[config.mk]
export PLATFORM = sky130hd
export DESIGN_NAME = vec_register_file
export DESIGN_NICKNAME = d
export VERILOG_FILES = /design/src/rtl/vec_register_file.sv
export SDC_FILE = /design/constraint.sdc
export NUM_CORES = 1
export LEC_CHECK = 0
export ABC_AREA = 1
export CAP_MARGIN = 20
export CORE_MARGIN = 5
export CORE_UTILIZATION = 45
export DETAILED_ROUTE_END_ITERATION = 6
export HOLD_SLACK_MARGIN = 0.1
export MAX_ROUTING_LAYER = met4
export PLACE_DENSITY = 0.63
export SYNTH_ARGS = -nofsm -noshare
export SYNTH_HDL_FRONTEND = slang
export SYNTH_SLANG_ARGS = --single-unit
export TNS_END_PERCENT = 100
[constraint.sdc]
create_clock -name clk -period 12.15 [get_ports clk]
set_input_delay 1.215 -clock clk [delete_from_list [all_inputs] [get_ports clk]]
set_output_delay 1.215 -clock clk [all_outputs]
set_load 0.005 [all_outputs]
[src/rtl/vec_register_file.sv]
// Vector register file: NUM_REGS vectors of NUM_LANES x ELEM_WIDTH lanes,
// two combinational read ports and one synchronous full-vector write port.
module vec_register_file #(
  parameter int NUM_REGS   = 8,
  parameter int ELEM_WIDTH = 8,
  parameter int NUM_LANES  = 4,
  localparam int SEL_W     = (NUM_REGS > 1) ? $clog2(NUM_REGS) : 1
) (
  input  logic                                 clk,
  input  logic                                 reset,
  input  logic                                 regWrEn,
  input  logic [SEL_W-1:0]                     rSel1,
  input  logic [SEL_W-1:0]                     rSel2,
  input  logic [SEL_W-1:0]                     regToWrite,
  input  logic [NUM_LANES-1:0][ELEM_WIDTH-1:0] regWriteData,
  output logic [NUM_LANES-1:0][ELEM_WIDTH-1:0] reg1Out,
  output logic [NUM_LANES-1:0][ELEM_WIDTH-1:0] reg2Out
);

  logic [NUM_LANES-1:0][ELEM_WIDTH-1:0] regs_q [NUM_REGS];
  logic [NUM_LANES-1:0][ELEM_WIDTH-1:0] regs_d [NUM_REGS];

  // Indices are matched by compare so an out-of-range write target
  // (non power-of-two NUM_REGS) simply hits no entry and is dropped.
  always_comb begin
    for (int i = 0; i < NUM_REGS; i++) begin
      regs_d[i] = regs_q[i];
      if (regWrEn && (regToWrite == SEL_W'(i))) begin
        regs_d[i] = regWriteData;
      end
    end
  end

  always_ff @(posedge clk or posedge reset) begin
    if (reset) begin
      for (int i = 0; i < NUM_REGS; i++) begin
        regs_q[i] <= '0;
      end
    end else begin
      for (int i = 0; i < NUM_REGS; i++) begin
        regs_q[i] <= regs_d[i];
      end
    end
  end

  // Read mux without write bypass; unmatched (out-of-range) selects read 0.
  always_comb begin
    reg1Out = '0;
    reg2Out = '0;
    for (int i = 0; i < NUM_REGS; i++) begin
      if (rSel1 == SEL_W'(i)) begin
        reg1Out = regs_q[i];
      end
      if (rSel2 == SEL_W'(i)) begin
        reg2Out = regs_q[i];
      end
    end
  end

endmodule

# Word-level counts from Yosys, hierarchy flattened
# Cells that the tools add are included.
# word_totals
regBits	256
inputBits	44
output_inout_bits	64
wordCells	80
# op_classes
n_eq_ne	21
n_mux	16
reduce_logical	11
# op_table
op	n
32-bit two-way mux	16
3-bit equality test, second input constant	12
3-bit by 2-bit equality test with 1-bit output, second input constant	6
3-bit by 1-bit equality test with 1-bit output, second input constant	3
3-bit logical NOT	3
1-bit logical AND	8

# Logic depth before layout (Yosys ltp)
# Gate-level depths: netlist of the first run.
# logic_depth
depth_word	9
mapped_depth	9
depth_no_buf	7

# Least setup slack after synthesis of the first run
# OpenSTA, ideal clock, no wires.
# synth_timing
path_kind	input port to output port
startpoint	input rSel1[0]
endpoint	output reg1Out[10] in the netlist's numbering
arrival_ns	2.205
required_time_ns	10.935
slack_ns	8.730
path_stages	6
path_buffers	2
cell_sequence	buf_2 > inv_2 > nor3_4 > clkbuf_1 > nand2_1 > nand4_1
# synth_rtl
element	line	text
from (decl)	12	input logic [SEL_W-1:0] rSel1,
to (decl)	16	output logic [NUM_LANES-1:0][ELEM_WIDTH-1:0] reg1Out,

==> results.cfg, run 1 <==
[status]
outcome = finished, final reports clean

[final_layout]
nNetsFinal = 1838
area_growth_pct = 16.9
layout_common_cells = nand2_1 (454), nand4_1 (272), dfrtp_1 (256)
regMostFlops = regs_q
largest_reg_flops = 256
layout_commonest_cell = nand2_1
top_regs = regs_q: 256 flops
n_antenna_cell = 0
fillCellCount = 2834
drive_above_1_share_pct = 5.45

[power]
clkPwrFrac_pct = 35.9
powerDensity_nw_per_um2 = 162
comb_power_share_pct = 18.7
irDropWorstVdd_uv = 118
p_int_mw = 1.77
p_sw_mw = 0.741
seq_power_share_pct = 45.4
leakagePower_nw = 6.86
swShare_pct = 29.5

[synthesis]
syn_area_per_cell_um2 = 7.51
synth_nets = 1817
synth_seq_cells = 256
synth_cell_types = 16
ys_seq_area_share_pct = 48.1
yosys_warnings = 0
synthCells = 1773
netlist_area_um2 = 13300

[clock_tree]
cts_htree_levels = 1
path_clk_slew_ns = 0.06
cts_sinks = 256
worst_skew_pair.late_latency_ns = 0.54
cts_buffers = 29
cts_setup_buffers = 0
cts_resized = 0
cts_tree = done
clockBufferDepth = 3
cts-hold-fix-buffers = 0
cts_root_buffer = clkbuf_16

[placement]
pre_cts_ws_ns = 6.43
io_buffers = 107
place_congestion = 0.837
hpwl_mm = 24.3

[floorplan]
coreArea_um2 = 29400
die_area_um2 = 33100
floorplan.initialDensity_pct = 45.3
dieWidth_um = 182
io_pins = 108
row_count = 63
die_h_um = 182

[worst_setup_path]
cp_slowest_cell = nor2_4
path_class = input port to primary output
required_ns = 10.93
critPathMaxFanout = 63
crit_path_end_kind = primary output
max_stage_delay_ns = 0.92
cp_data_arrival_time_ns = 4.57
crit_path_cell_trace = buf_2 > buf_4 > nor2_4 > nand2_2 > nor2_1 > nor2_1 > nand3_1 > nand2_1 > nand3_1 > clkdlybuf4s50_1
start_kind = input port

[global_route]
grt_pass1_vias = 12100
grt_pass1_wl_mm = 66.2
grt_util_all_layers_pct = 25.0
globalRouteOverflowTotal = 0
grt_start_max_net_pins = 122
antenna_found_initial = 0

[timing]
finalSetupViolations = 0
drv_slew = 0
grt_setup_unrepaired = no
holdWs_ns = 0.481
hold_violations = 0
slew_headroom_pct = 30.0
fin_crit_ns = 5.78
fin_tns_setup_ns = 0
clock.fmax_mhz = 173
setup_slack_ns = 6.37
skew_ns = 0
worst_slew_pin_slew_ns = 1.05
fin_crit_sh_pct = 47.6

[route]
wl_mm = 41.1
drc = 0
drt-wirelength-per-cell_um = 18.6
initialDrtViolationCount = 1451
ant_nets = 0
detail_route.vias_per_cell = 5.80
vias = 12800
drtPass1Iterations = 6

[min_path]
min_path_type = register to register

[job]
drv_cap = 0
## kinds of logic (layout without fill, tap and decap cells)
group	count (synthesis)	in the layout	synth area share, %
AOI/OAI and AO/OA	256	256	9.63
buffers and inverters	238	280	6.95
and+or+nand+nor	1023	1023	35.3
DFF	256	256	48.1
## power groups by stage
stage | Sequential [mW] | Clock [mW] | Combinational (mW)
finish | 1.14 | 0.902 | 0.471
global route | 1.16 | 0.953 | 0.536
CTS | 1.14 | 0.919 | 0.476
detailed placement | 1.15 | 0 | 0.474
global placement | 1.15 | 0 | 0.464
floorplan | 1.12 | 0 | 0.289
## worst paths after layout
path / startpoint / end / slack, ns / cells after the start
hold / removal: regs_q[171]$_DFFE_PP0P_ / regs_q[171]$_DFFE_PP0P_ / 0.48 / 2
setup / recovery: rSel1[0] / reg1Out[30] / 6.37 / 10
max in group asynchronous: reset / regs_q[85]$_DFFE_PP0P_ / 9.36 / 3
hold reg to reg: regs_q[171]$_DFFE_PP0P_ / regs_q[171]$_DFFE_PP0P_ / 0.48 / 2
min in group asynchronous: reset / regs_q[55]$_DFFE_PP0P_ / 1.27 / 2
setup reg to reg: regs_q[189]$_DFFE_PP0P_ / regs_q[189]$_DFFE_PP0P_ / 11.41 / 2
## through the flow
| stage | power, mW | instance area (µm²) | utilization, % | std cells |
|---|---|---|---|---|
| floorplan | 1.41 | 13300 | - | 1773 |
| global placement | 1.61 | 14500 | 49.4 | 2151 |
| detailed placement | 1.63 | 14600 | 49.5 | 2152 |
| CTS | 2.53 | 15500 | 52.8 | 2204 |
| global route | 2.65 | 15600 | 52.9 | 2205 |
| finish | 2.52 | 15600 | 52.9 | 2205 |
## routing by layer
metal / up-vias / routed length, µm / track usage, %
met5: - / 0 / -
met4: 0 / 1210 / 7.54
met3: 87 / 2410 / 2.54
met2: 486 / 19300 / 40.0
met1: 6129 / 18100 / 34.0
li1: 6095 / - / -
## layout make-up
class	count	area, µm²	area share (%)
flip-flops and latches	256	6410	41.2
multi-input cells	1279	6050	38.9
repair buffers	131	1260	8.12
clock buffers	40	817	5.25
well taps	390	488	3.14
inverters	97	377	2.42
clock inverters	12	160	1.03
## Yosys cell counts
library cell	number	area share [%]
a21oi_1	32	1.2
buf_1	28	0.79
buf_2	25	0.94
clkbuf_1	88	2.5
dfrtp_1	256	48
inv_1	91	2.6
inv_2	6	0.17
nand2_1	461	13
nand3_1	91	3.4
nand4_1	272	13
nor2_1	188	5.3
nor2_2	2	0.094
nor3_1	1	0.038
nor3_2	7	0.53
nor3_4	1	0.12
o21ai_0	224	8.4
## critical path: cells and delay by family
| family | cells | cell delay [ns] |
|---|---|---|
| buf+inv | 3 | 0.93 |
| simple gates | 7 | 2.30 |
(Power assumes the default switching activity.)
==> run 2: changes to the inputs <==
==> constraint.sdc (replaced) <==
create_clock -name clk -period 5.35 [get_ports clk]
set_input_delay 0.535 -clock clk [delete_from_list [all_inputs] [get_ports clk]]
set_output_delay 0.535 -clock clk [all_outputs]
set_load 0.005 [all_outputs]
==> run 2 against run 1 <==
Compared with the run above:
- global-route usage up 0.94 points
- clock skew unchanged
- critical path depth down 1
- die area unchanged
- setup slack worse by 4.9 ns
- cell count up 0.36%
- sequential cell count unchanged
- clock power up 110%
==> results.cfg, run 2 (same netlist as run 1, synthesis figures left out) <==
[final_layout]
layout_common_cells = nand2_1 (454), nand4_1 (272), dfrtp_1 (256)
top_regs = regs_q: 256 flops
nNetsFinal = 1848
fillCellCount = 2839
area_growth_pct = 16.8
n_antenna_cell = 0
drive_above_1_share_pct = 5.87
stdcell_area_um2 = 15500
layout_commonest_cell = nand2_1
regMostFlops = regs_q
largest_reg_flops = 256

[timing]
fin_crit_sh_pct = 72.5
clock.fmax_mhz = 258
worst_slew_pin_slew_ns = 1.02
fin_tns_setup_ns = 0
finalSetupViolations = 0
setup_slack_ns = 1.47
skew_ns = 0
hold_violations = 0
slew_headroom_pct = 31.5
drv_slew = 0
grt_setup_unrepaired = no
fin_crit_ns = 3.88

[worst_setup_path]
required_ns = 4.82
path_delay_family = buffers and inverters
max_stage_delay_ns = 0.74
cp_num_buf_inv = 3
start_kind = input port
crit_path_end_kind = primary output
crit_path_cell_trace = clkdlybuf4s50_1 > clkinv_2 > nand3_1 > nor2_1 > nor2_1 > nand3_1 > nand2_1 > nand3_1 > clkdlybuf4s50_1
cp_common_cell = nand3_1
cp_slowest_cell = nand3_1
cp_data_arrival_time_ns = 3.34
critPathMaxFanout = 37
path_class = input port to primary output

[clock_tree]
cts_sinks = 256
path_clk_slew_ns = 0.06
cts_buffers = 29
cts_tree = done
cts_htree_levels = 1
cts_resized = 0
cts_setup_buffers = 0
worst_skew_pair.late_latency_ns = 0.54
cts-hold-fix-buffers = 0
clockBufferDepth = 3
cts_root_buffer = clkbuf_16

[power]
powerDensity_nw_per_um2 = 358
irDropWorstVdd_uv = 210
leakagePower_nw = 6.86

[placement]
hpwl_mm = 24.9
place_congestion = 0.820
io_buffers = 107
place_area_um2 = 14600
pre_cts_ws_ns = 1.51

[route]
detail_route.vias_per_cell = 5.82
drc = 0
drt-wirelength-per-cell_um = 19.1
drtPass1Iterations = 6
ant_nets = 0
vias = 12900
initialDrtViolationCount = 1531
wl_mm = 42.3

[global_route]
grt_pass1_wl_mm = 68.4
globalRouteOverflowTotal = 0
grt_pass1_vias = 12600
antenna_found_initial = 0
grt_util_all_layers_pct = 26.0
grt_start_max_net_pins = 102

[floorplan]
row_count = 63
coreArea_um2 = 29400
floorplan.initialDensity_pct = 45.3
io_pins = 108
die_h_um = 182
die_area_um2 = 33100
dieWidth_um = 182

[min_path]
min_path_type = input port to asynchronous set/reset pin

[status]
outcome = finished, final reports clean

[job]
drv_cap = 0
## run 2: routing by layer
metal | vias to the layer above | track usage [%] | routed length, µm
li1 | 6115 | - | -
met1 | 6164 | 34.5 | 18200
met2 | 512 | 41.8 | 20100
met3 | 91 | 3.57 | 2950
met4 | 0 | 7.66 | 1030
met5 | - | - | 0
## run 2: power by group
| group | switching (mW) | internal, mW |
|---|---|---|
| registers | 0.289 | 2.31 |
| logic | 0.605 | 0.475 |
| clock network | 0.790 | 1.10 |
| total | 1.68 | 3.88 |
## run 2: cell type report
cell class                      count  area (µm²)  share of cell area, %
Sequential cell                   256        6410                   41.2
Timing Repair Buffer              141        1330                   8.57
Clock buffer                       43         858                   5.52
Multi-Input combinational cell   1279        6050                   38.9
Inverter                           97         372                   2.39
Clock inverter                      7        35.0                  0.225
Tap cell                          390         488                   3.14
## run 2: final timing paths
kind                                           endpoint                    start  cells after the start  slack, ns
worst min-delay path            regs_q[120]$_DFFE_PP0P_                    reset                      2       0.40
worst min register to register  regs_q[118]$_DFFE_PP0P_  regs_q[118]$_DFFE_PP0P_                      2       0.49
worst max register to register  regs_q[132]$_DFFE_PP0P_  regs_q[132]$_DFFE_PP0P_                      2       4.61
worst max-delay path                        reg2Out[13]                 rSel2[2]                      9       1.47
max in group asynchronous        regs_q[13]$_DFFE_PP0P_                    reset                      3       3.82
min in group clk                regs_q[118]$_DFFE_PP0P_  regs_q[118]$_DFFE_PP0P_                      2       0.49
## run 2: through the flow
step | cells | util, % | hold slack [ns] | total power, mW
finish | 2213 | 52.8 | 0.396 | 5.56
global route | 2213 | 52.8 | 0.428 | 5.87
CTS | 2213 | 52.8 | 0.391 | 5.60
detailed placement | 2163 | 49.8 | 0.473 | 3.70
global placement | 2163 | 49.8 | 0.466 | 3.67
floorplan | 1773 | - | 0.453 | 3.20
==> run 3: changes to the inputs <==
--- a/config.mk
+++ b/config.mk
@@ -12,7 +12,7 @@
 export DETAILED_ROUTE_END_ITERATION = 6
 export HOLD_SLACK_MARGIN = 0.1
 export MAX_ROUTING_LAYER = met4
-export PLACE_DENSITY = 0.63
+export PLACE_DENSITY = 0.66
 export SYNTH_ARGS = -nofsm -noshare
 export SYNTH_HDL_FRONTEND = slang
 export SYNTH_SLANG_ARGS = --single-unit
==> constraint.sdc (replaced) <==
create_clock -name clk -period 3.3 [get_ports clk]
set_input_delay 0.33 -clock clk [delete_from_list [all_inputs] [get_ports clk]]
set_output_delay 0.33 -clock clk [all_outputs]
set_load 0.005 [all_outputs]
==> run 3 against run 2 <==
Compared with the run above:
- sequential power grew 62%
- setup slack worse by 1.2 ns
- first-iteration DRC count shrank 15%
- combinational power rose by 64%
- critical path depth stayed put
- worst hold slack got worse by 0.14 ns
- critical endpoint is now reg1Out[30]
- design area is 1.4% higher
- register-to-register slack worse by 2.0 ns
- clock skew did not move
==> results.cfg, run 3 (same netlist as run 1, synthesis figures left out) <==
[timing]
setup_slack_ns = 0.300
slew_headroom_pct = 48.9
worst_slew_pin_slew_ns = 0.766
skew_ns = 0
holdWs_ns = 0.260
drv_slew = 0
finalSetupViolations = 0
hold_violations = 0
fin_crit_ns = 3.00
grt_setup_unrepaired = no
clock.fmax_mhz = 333
fin_crit_sh_pct = 90.9

[power]
irDropWorstVdd_uv = 384
leakagePower_nw = 6.98
powerDensity_nw_per_um2 = 576

[placement]
pre_cts_ws_ns = 0.341
hpwl_mm = 26.0
place_congestion = 0.853
place_area_um2 = 14800
io_buffers = 107

[global_route]
grt_pass1_vias = 12400
grt_util_all_layers_pct = 25.2
antenna_found_initial = 0
grt_pass1_wl_mm = 66.8
grt_start_max_net_pins = 83
globalRouteOverflowTotal = 0

[clock_tree]
cts_buffers = 29
path_clk_slew_ns = 0.07
cts_resized = 0
cts_setup_buffers = 0
cts-hold-fix-buffers = 0
cts_tree = done
cts_sinks = 256
clockBufferDepth = 3
cts_htree_levels = 1
worst_skew_pair.late_latency_ns = 0.54
cts_root_buffer = clkbuf_16

[route]
drc = 0
vias = 13000
drt-wirelength-per-cell_um = 18.5
wl_mm = 41.4
detail_route.vias_per_cell = 5.81
ant_nets = 0
drtPass1Iterations = 6
initialDrtViolationCount = 1306

[final_layout]
layout_commonest_cell = nand2_1
largest_reg_flops = 256
regMostFlops = regs_q
nNetsFinal = 1869
top_regs = regs_q: 256 flops
drive_above_1_share_pct = 6.94
n_antenna_cell = 0
layout_common_cells = nand2_1 (453), nand4_1 (272), dfrtp_1 (256)
stdcell_area_um2 = 15800
area_growth_pct = 18.4

[worst_setup_path]
crit_path_end_kind = primary output
cp_data_arrival_time_ns = 2.67
r2r_setup_slack_ns = 2.57
path_class = input port to primary output
required_ns = 2.97
start_kind = input port
critPathMaxFanout = 36

[min_path]
min_path_type = input port to asynchronous set/reset pin

[status]
outcome = finished, final reports clean

[floorplan]
row_count = 63
dieWidth_um = 182
die_h_um = 182
coreArea_um2 = 29400
die_area_um2 = 33100
io_pins = 108
floorplan.initialDensity_pct = 45.3

[job]
drv_cap = 0
[run 3: changes by cell type in the layout (fill, tap and decap cells not counted), sizes merged]
cell    change
buf        +21
clkinv      -2
bufinv      +1
inv         +1
[run 3: routing by layer]
layer  wire [µm]  part of all wire (%)  global-route usage, %  vias to the layer above
li1            -                     -                      -                     6150
met1       17900                    43                   33.7                     6232
met2       19400                    47                   40.7                      517
met3        2750                   6.6                   2.72                       86
met4        1270                   3.1                   7.78                        0
met5           0                     0                      -                        -
[run 3: worst paths after layout]
kind | start | endpoint | depth (start not counted)
max in group asynchronous | reset | regs_q[117]$_DFFE_PP0P_ | 3
setup / recovery | rSel1[2] | reg1Out[30] | 9
setup reg to reg | regs_q[240]$_DFFE_PP0P_ | regs_q[240]$_DFFE_PP0P_ | 2
hold / removal | reset | regs_q[231]$_DFFE_PP0P_ | 2
min in group clk | regs_q[121]$_DFFE_PP0P_ | regs_q[121]$_DFFE_PP0P_ | 2
hold reg to reg | regs_q[121]$_DFFE_PP0P_ | regs_q[121]$_DFFE_PP0P_ | 2
[run 3: cell type report]
cell class | instances | area (µm²)
clock buffers | 43 | 848
fillers | 2783 | 13600
inverters | 97 | 373
flip-flops and latches | 256 | 6410
well taps | 390 | 488
repair buffers | 162 | 1530
clock inverters | 7 | 60.1
multi-input cells | 1279 | 6050
[run 3: worst max-delay path: stages]
cell and delay (ns):
clkdlybuf4s50_1 0.55, inv_4 0.41, nand3_1 0.35, nor2_1 0.20, nor2_1 0.06, nand3_1 0.10, nand2_1 0.07, nand3_1 0.08
clkdlybuf4s50_1 0.50
[run 3: through the flow]
stage                     TNS (ns)  power [mW]  util, %  cells
after global placement           0        5.95     50.5   2184
after global routing             0        9.56     53.6   2234
after floorplan            -102.82        5.19        -   1773
final                            0        9.07     53.6   2234
after CTS                        0        9.12     53.6   2234
after detailed placement         0        6.02     50.5   2184
[run 3: where the power goes]
part / leakage [nW] / internal [mW] / switching [mW]
clock network: 0.454 / 1.83 / 1.26
registers: 3.17 / 3.74 / 0.462
logic: 3.35 / 0.789 / 0.984
